$ cat src/rtl/display_mode_ctrl.sv
// Display mode controller: selects time, date, D-day or aux view from two
// buttons, and runs the D-day set mode with commit/abort pulses and inactivity
// timeouts driven by a 1 Hz tick.
module display_mode_ctrl #(
    parameter int unsigned VIEW_TIMEOUT = 10,
    parameter int unsigned SET_TIMEOUT  = 30,
    parameter int unsigned CNT_W        = 6
) (
    input  logic       clk,
    input  logic       rst_n,
    input  logic       tick_1hz,
    input  logic       btn_mode,
    input  logic       btn_set,
    output logic [1:0] mode,
    output logic       set_dday,
    output logic       dday_commit,
    output logic       dday_abort
);

    typedef enum logic [2:0] {
        T_VIEW   = 3'd0,
        D_VIEW   = 3'd1,
        DD_VIEW  = 3'd2,
        AUX_VIEW = 3'd3,
        DD_SET   = 3'd4
    } state_t;

    localparam logic [CNT_W-1:0] CNT_MAX    = '1;
    localparam logic [CNT_W-1:0] VIEW_LAST  = CNT_W'(VIEW_TIMEOUT - 1);
    localparam logic [CNT_W-1:0] SET_LAST   = CNT_W'(SET_TIMEOUT - 1);
    localparam bit               VIEW_TO_EN = (VIEW_TIMEOUT != 0);

    logic [2:0]       mode_sync;
    logic [2:0]       set_sync;
    logic             mode_ev;
    logic             set_ev;
    state_t           state;
    state_t           state_nxt;
    logic [CNT_W-1:0] cnt;
    logic [CNT_W-1:0] cnt_nxt;
    logic [1:0]       mode_nxt;
    logic             commit_nxt;
    logic             abort_nxt;

    // Two-flop synchronisers plus a delay flop for rising-edge detection.
    always_ff @(posedge clk or negedge rst_n) begin
        if (!rst_n) begin
            mode_sync <= 3'b000;
            set_sync  <= 3'b000;
        end else begin
            mode_sync <= {mode_sync[1:0], btn_mode};
            set_sync  <= {set_sync[1:0], btn_set};
        end
    end

    assign mode_ev = mode_sync[1] & ~mode_sync[2];
    assign set_ev  = set_sync[1] & ~set_sync[2];

    // Next-state, inactivity counter and output decode; set beats mode, presses beat ticks.
    always_comb begin
        state_nxt  = state;
        commit_nxt = 1'b0;
        abort_nxt  = 1'b0;
        cnt_nxt    = cnt;
        mode_nxt   = 2'b00;

        unique case (state)
            T_VIEW: begin
                if (!set_ev && mode_ev) state_nxt = D_VIEW;
            end
            D_VIEW, DD_VIEW, AUX_VIEW: begin
                if (set_ev) begin
                    if (state == DD_VIEW) state_nxt = DD_SET;
                end else if (mode_ev) begin
                    state_nxt = state_t'(3'((state + 3'd1) & 3'd3));
                end else if (tick_1hz && VIEW_TO_EN && cnt == VIEW_LAST) begin
                    state_nxt = T_VIEW;
                end
            end
            DD_SET: begin
                if (set_ev) begin
                    state_nxt  = DD_VIEW;
                    commit_nxt = 1'b1;
                end else if (!mode_ev && tick_1hz && cnt == SET_LAST) begin
                    state_nxt = DD_VIEW;
                    abort_nxt = 1'b1;
                end
            end
            default: state_nxt = T_VIEW;
        endcase

        if (mode_ev || set_ev || state_nxt != state || state == T_VIEW) begin
            cnt_nxt = '0;
        end else if (tick_1hz && cnt != CNT_MAX) begin
            cnt_nxt = cnt + CNT_W'(1);
        end

        unique case (state_nxt)
            D_VIEW:   mode_nxt = 2'b01;
            DD_VIEW:  mode_nxt = 2'b10;
            AUX_VIEW: mode_nxt = 2'b11;
            DD_SET:   mode_nxt = 2'b10;
            default:  mode_nxt = 2'b00;
        endcase
    end

    // State, counter and registered Moore/pulse outputs.
    always_ff @(posedge clk or negedge rst_n) begin
        if (!rst_n) begin
            state       <= T_VIEW;
            cnt         <= '0;
            mode        <= 2'b00;
            set_dday    <= 1'b0;
            dday_commit <= 1'b0;
            dday_abort  <= 1'b0;
        end else begin
            state       <= state_nxt;
            cnt         <= cnt_nxt;
            mode        <= mode_nxt;
            set_dday    <= (state_nxt == DD_SET);
            dday_commit <= commit_nxt;
            dday_abort  <= abort_nxt;
        end
    end

endmodule

$ cat config.mk
export PLATFORM = sky130hd
export DESIGN_NAME = display_mode_ctrl
export DESIGN_NICKNAME = d
export VERILOG_FILES = /design/src/rtl/display_mode_ctrl.sv
export SDC_FILE = /design/constraint.sdc
export NUM_CORES = 1
export LEC_CHECK = 0
export ABC_AREA = 0
export BUFFER_PORTS_ARGS = -buffer_cell sky130_fd_sc_hd__clkbuf_2
export CAP_MARGIN = 25
export CORE_AREA = 5 5 79 66
export CTS_CLUSTER_SIZE = 20
export DETAILED_ROUTE_END_ITERATION = 16
export DIE_AREA = 0 0 84 71
export PLACE_DENSITY = 0.48
export SETUP_SLACK_MARGIN = 0.02
export SLEW_MARGIN = 10
export SYNTH_ARGS = -nofsm -noshare
export SYNTH_HDL_FRONTEND = slang
export SYNTH_SLANG_ARGS = --single-unit
$ cat constraint.sdc
create_clock -name clk -period 2.6 [get_ports clk]
set_input_delay 0.52 -clock clk [delete_from_list [all_inputs] [get_ports clk]]
set_output_delay 0.52 -clock clk [all_outputs]
set_load 0.1 [all_outputs]
# [Yosys cells after proc, flatten, opt, wreduce, memory -nomap -nowiden]
# Index checks and enable logic that the tools add are counted.
[word_totals] ff_bits=20 inputBits=5 out_inout_bits=5 elab_cells=56
[classes] addsub=2 n_eq_ne=12 n_mux=16 n_bitwise=4 n_reduce_logical=14
[op_table] operator="3-bit 2-to-1 mux" n=7
[op_table] operator="3-bit by 2-bit == test with 1-bit output (second input constant)" n=4
[op_table] operator="6-bit 2-to-1 mux" n=2
[op_table] operator="3-bit one-hot mux with 3 select lines" n=1
[op_table] operator="6-bit by 1-bit adder with 6-bit output (second input constant)" n=1
[op_table] operator="3-bit by 1-bit == test with 1-bit output (second input constant)" n=2
[op_table] operator="3-bit == test (second input constant)" n=2
[op_table] operator="6-bit by 4-bit == test with 1-bit output (second input constant)" n=1
[op_table] operator="6-bit by 5-bit == test with 1-bit output (second input constant)" n=1
[op_table] operator="6-bit inequality test (second input constant)" n=1
[op_table] operator="2-bit one-hot mux with 3 select lines" n=1
[op_table] operator="1-bit logical AND" n=5
[op_table] operator="1-bit 2-to-1 mux" n=5
[op_table] operator="3-bit zero test" n=1
[op_table] operator="1-bit logical OR" n=3
[op_table] operator="3-bit inequality test" n=1
[op_table] operator="3-bit OR reduction" n=1
[op_table] operator="2-bit by 1-bit adder with 2-bit output (second input constant)" n=1
[op_table] operator="1-bit bitwise AND" n=2
[op_table] operator="1-bit zero test" n=2
[op_table] operator="1-bit inverter" n=2
[op_table] operator="2-bit nonzero test" n=1
[op_table] operator="2-bit OR reduction" n=1

# [Longest topological paths before layout]
[logic_depth] word_depth=12 mapped_depth=8 mapped_depth_nobuf=8

# [Worst setup path before layout]
# No wires, ideal clock.
[synth_path] path_type="register -> register" from="register state[0]" to="register cnt[0]" setup_time_ns=0.121 t_arrival_ns=1.848 required_ns=2.479 setup_slack_ns=0.631 path_stages_with_launch=9 path_buffers=0 cell_sequence="dfrtp_1 inv_1 ha_1 nor3_1 or2_2 a2111o_1 mux2_2 nand4_2 nor2_1"
[synth_between] elab_chain_cells=8
[synth_lines] item="from (decl)" line="37" source="state_t state;"
[synth_lines] item="from (signal assigned)" line="117" source="state <= state_nxt;"
[synth_lines] item="2-bit by 1-bit adder with 2-bit output, or another cell as far along" line="75" source="state_nxt = state_t'(3'((state + 3'd1) & 3'd3));"
[synth_lines] item="3-bit 2-to-1 mux (on tied branches)" line="74, 73"
[synth_lines] item="3-bit 2-to-1 mux" line="72" source="if (set_ev) begin"
[synth_lines] item="3-bit one-hot mux with 3 select lines" line="67" source="unique case (state)"
[synth_lines] item="3-bit inequality test" line="92" source="if (mode_ev || set_ev || state_nxt != state || state == T_VIEW) begin"
[synth_lines] item="1-bit logical OR" line="92"
[synth_lines] item="1-bit logical OR *" line="92"
[synth_lines] item="6-bit 2-to-1 mux / 2-bit nonzero test (equally long branches)"
[synth_lines] item="to (signal assigned)" line="118" source="cnt <= cnt_nxt;"
[synth_lines] item="to (decl)" line="39" source="logic [CNT_W-1:0] cnt;"
# Mark *: on every way between the ends. The rest lies on a longest branch, timed or not.
# A chain may end at the register's enable or synchronous reset.

# [Final worst setup path]
[layout_path] from="register state[1]" to="register cnt[3]"
# The elaborated chain is that of the path after synthesis.

==> qor.yml <==
drt:
  routed_wl_mm: 1.97
  final_antenna_net_count: 0
  num_vias: 765
  detail_route.wl_per_cell_um: 11.2
  drcViolationCount: 0
  via_per_inst: 4.35
  dr.first_iter.drc_count: 27
  drt-pass1-iter-count: 4
floorplan:
  io_pins: 10
  coreArea_um2: 4400
  die_w_um: 84
  die_h_um: 71
  die_area_um2: 5960
  initial_core_util: 0.238
  rows: 22
grt:
  track_usage: 0.0676
  grt_pass1_vias: 754
  grt_pass1_wl_mm: 3.31
  grt_max_degree: 21
  gr-total-overflow: 0
  antenna_found_initial: 0
timing:
  finalHoldViolations: 0
  min_period_ps: 2160
  tns_ps: 0
  finalSetupViolCount: 0
  worst-slew-pin-transition_ps: 548
  slew_headroom: 0.636
  fmax_ghz: 0.463
  slew_viol_final: 0
  hold_slack_ps: 220
  finalClockSkew_ps: 5.60
  period_share: 0.830
  grt_setup_unrepaired: "false"
logic_synthesis:
  ys_ff_latch: 20
  synth_top_area_frac: 0.478
  syn_avg_cell_area_um2: 10.2
  synth_edf_count: 0
  async_reset_ff_frac: 1.00
  syn_area_um2: 1050
  yosysTopAreaCell: "dfrtp_1"
  synth.area.top_cells: "dfrtp_1 48%, ha_1 7.2%, nor2_1 4.3%"
  synth_flop_cell: "dfrtp_1"
  yosys_warnings: 0
  synth-seq-area-share: 0.478
  synth_fp_nets: 114
  yosysUniqueCellTypes: 35
  syn_inst: 103
clock_tree:
  cts_setup_buffers: 0
  cts_sinks: 20
  cts_tree: "built"
  cts_max_path_buffers: 2
  cts_hold_buf: 0
  path_clk_slew_ps: 70
  htree_levels: 1
  post_cts_resized: 0
  clock_latency_ps: 250
  clockRootBuffer: "clkbuf_8"
  numCtsBuffers: 3
layout:
  fin_cells: 176
  fill_cells: 490
  regArea_um2: 500
  multi_input_area_um2: 509
  drive_gt1_frac: 0.190
  nets: 128
  n_antenna_cell: 0
  areaGrowthSynthToFinish_pct: 18.3
flow_run:
  maxCapViolCount: 0
power:
  ir_drop_uv: 469
  power_mw: 1.15
  powerDensity_nw_per_um2: 931
  leakagePower_nw: 0.540
placement:
  gp_congestion: 0.910
  place.port_buffers: 9
  dp.cells: 172
  dpl.hpwl_mm: 1.57
worst_setup_path:
  endpoint_kind: "flip-flop"
  arrival_ps: 2330
  worstPathRequired_ps: 2780
  ff2ff_setup_slack_ps: 440
  timing.setup.critical_path_class: "reg2reg"
  startpoint_type: "flip-flop"
  crit_fanout: 9
outcome:
  status: "finished clean"
min_path:
  hold_path_class: "in2async"
registers in the layout (all words and copies together) (netlist names):
register	flops
cnt	6
mode_sync	3
set_sync	3
state	3
mode	2
dday_abort	1
dday_commit	1
set_dday	1
per-layer routing:
layer | global-route usage | vias up | routed length [um]
met5 | 0 | - | 0
met4 | 0.0107 | 0 | 5
met3 | 0.0291 | 2 | 87
met2 | 0.105 | 9 | 843
met1 | 0.0893 | 360 | 1030
li1 | - | 394 | -
power by group:
group	switching (mW)	internal, mW
clock network	0.0918	0.205
registers	0.0438	0.354
logic	0.304	0.154
total	0.439	0.713
cell usage after synthesis (all sizes together) (2+ instances only):
| cell type | instances |
|---|---|
| nand2b | 3 |
| o21ai | 3 |
| nand3 | 4 |
| a21oi | 5 |
| a31oi | 2 |
| o41ai | 2 |
| nor2 | 13 |
| o21a | 3 |
| mux2 | 2 |
| nand2 | 6 |
| inv | 10 |
| nor3 | 3 |
| o31ai | 2 |
| dfrtp | 20 |
| nand4 | 3 |
| ha | 6 |
| nor2b | 2 |
area by class of cell:
type	instances	share of cell area
Multi-Input combinational cell	73	0.411
Sequential cell	20	0.404
Tap cell	60	0.0606
Timing Repair Buffer	9	0.0364
Clock buffer	3	0.0333
Inverter	10	0.0303
Clock inverter	1	0.0242
critical path: stages, from the launching register on:
cell,delay (ps)
dfrtp_1,520
ha_1,260
nor3_1,60
or2_2,290
a2111o_1,390
mux2_2,250
nand4_2,160
nor2_1,150
kinds of logic (layout without fill, tap and decap cells):
group                      after synthesis  in the layout  synth area share
and+or+nand+nor                         41             41             0.213
adders and majority gates                6              6            0.0717
muxes                                    2              2            0.0251
AOI/OAI and AO/OA                       23             23             0.168
xor gates and xnor gates                 1              1           0.00836
buffers and inverters                   10             23            0.0358
DFF                                     20             20             0.478
placed cells by master (no fill, tap or decap), types with 2 or more instances in the layout:
| cell | instances |
|---|---|
| a21oi_1 | 5 |
| a31oi_1 | 2 |
| clkbuf_2 | 9 |
| clkbuf_8 | 3 |
| dfrtp_1 | 20 |
| ha_1 | 6 |
| inv_1 | 10 |
| nand2_1 | 6 |
| nand2b_1 | 3 |
| nand3_1 | 3 |
| nand4_1 | 2 |
| nor2_1 | 12 |
| nor2b_1 | 2 |
| nor3_1 | 3 |
| o21a_1 | 3 |
| o21ai_0 | 3 |
| o31ai_1 | 2 |
| o41ai_1 | 2 |
path summary, 6_finish.rpt:
path	depth (start not counted)	start	end
worst min-delay path	1	rst_n	mode[0]
max in group asynchronous	1	rst_n	cnt[3]
worst max register to register	7	state[1]	cnt[3]
worst max-delay path	7	state[1]	cnt[3]
min in group clk	0	set_sync[0]	set_sync[1]
worst min register to register	0	set_sync[0]	set_sync[1]
stage by stage:
stage / utilization / setup slack [ps] / cell area (um^2)
floorplan: - / 631 / 1050
finish: 0.281 / 442 / 1240
global route: 0.281 / 290 / 1240
detailed placement: 0.265 / 463 / 1170
global placement: 0.265 / 493 / 1170
CTS: 0.281 / 437 / 1240
Note: power is estimated with default switching activity, not from simulation.
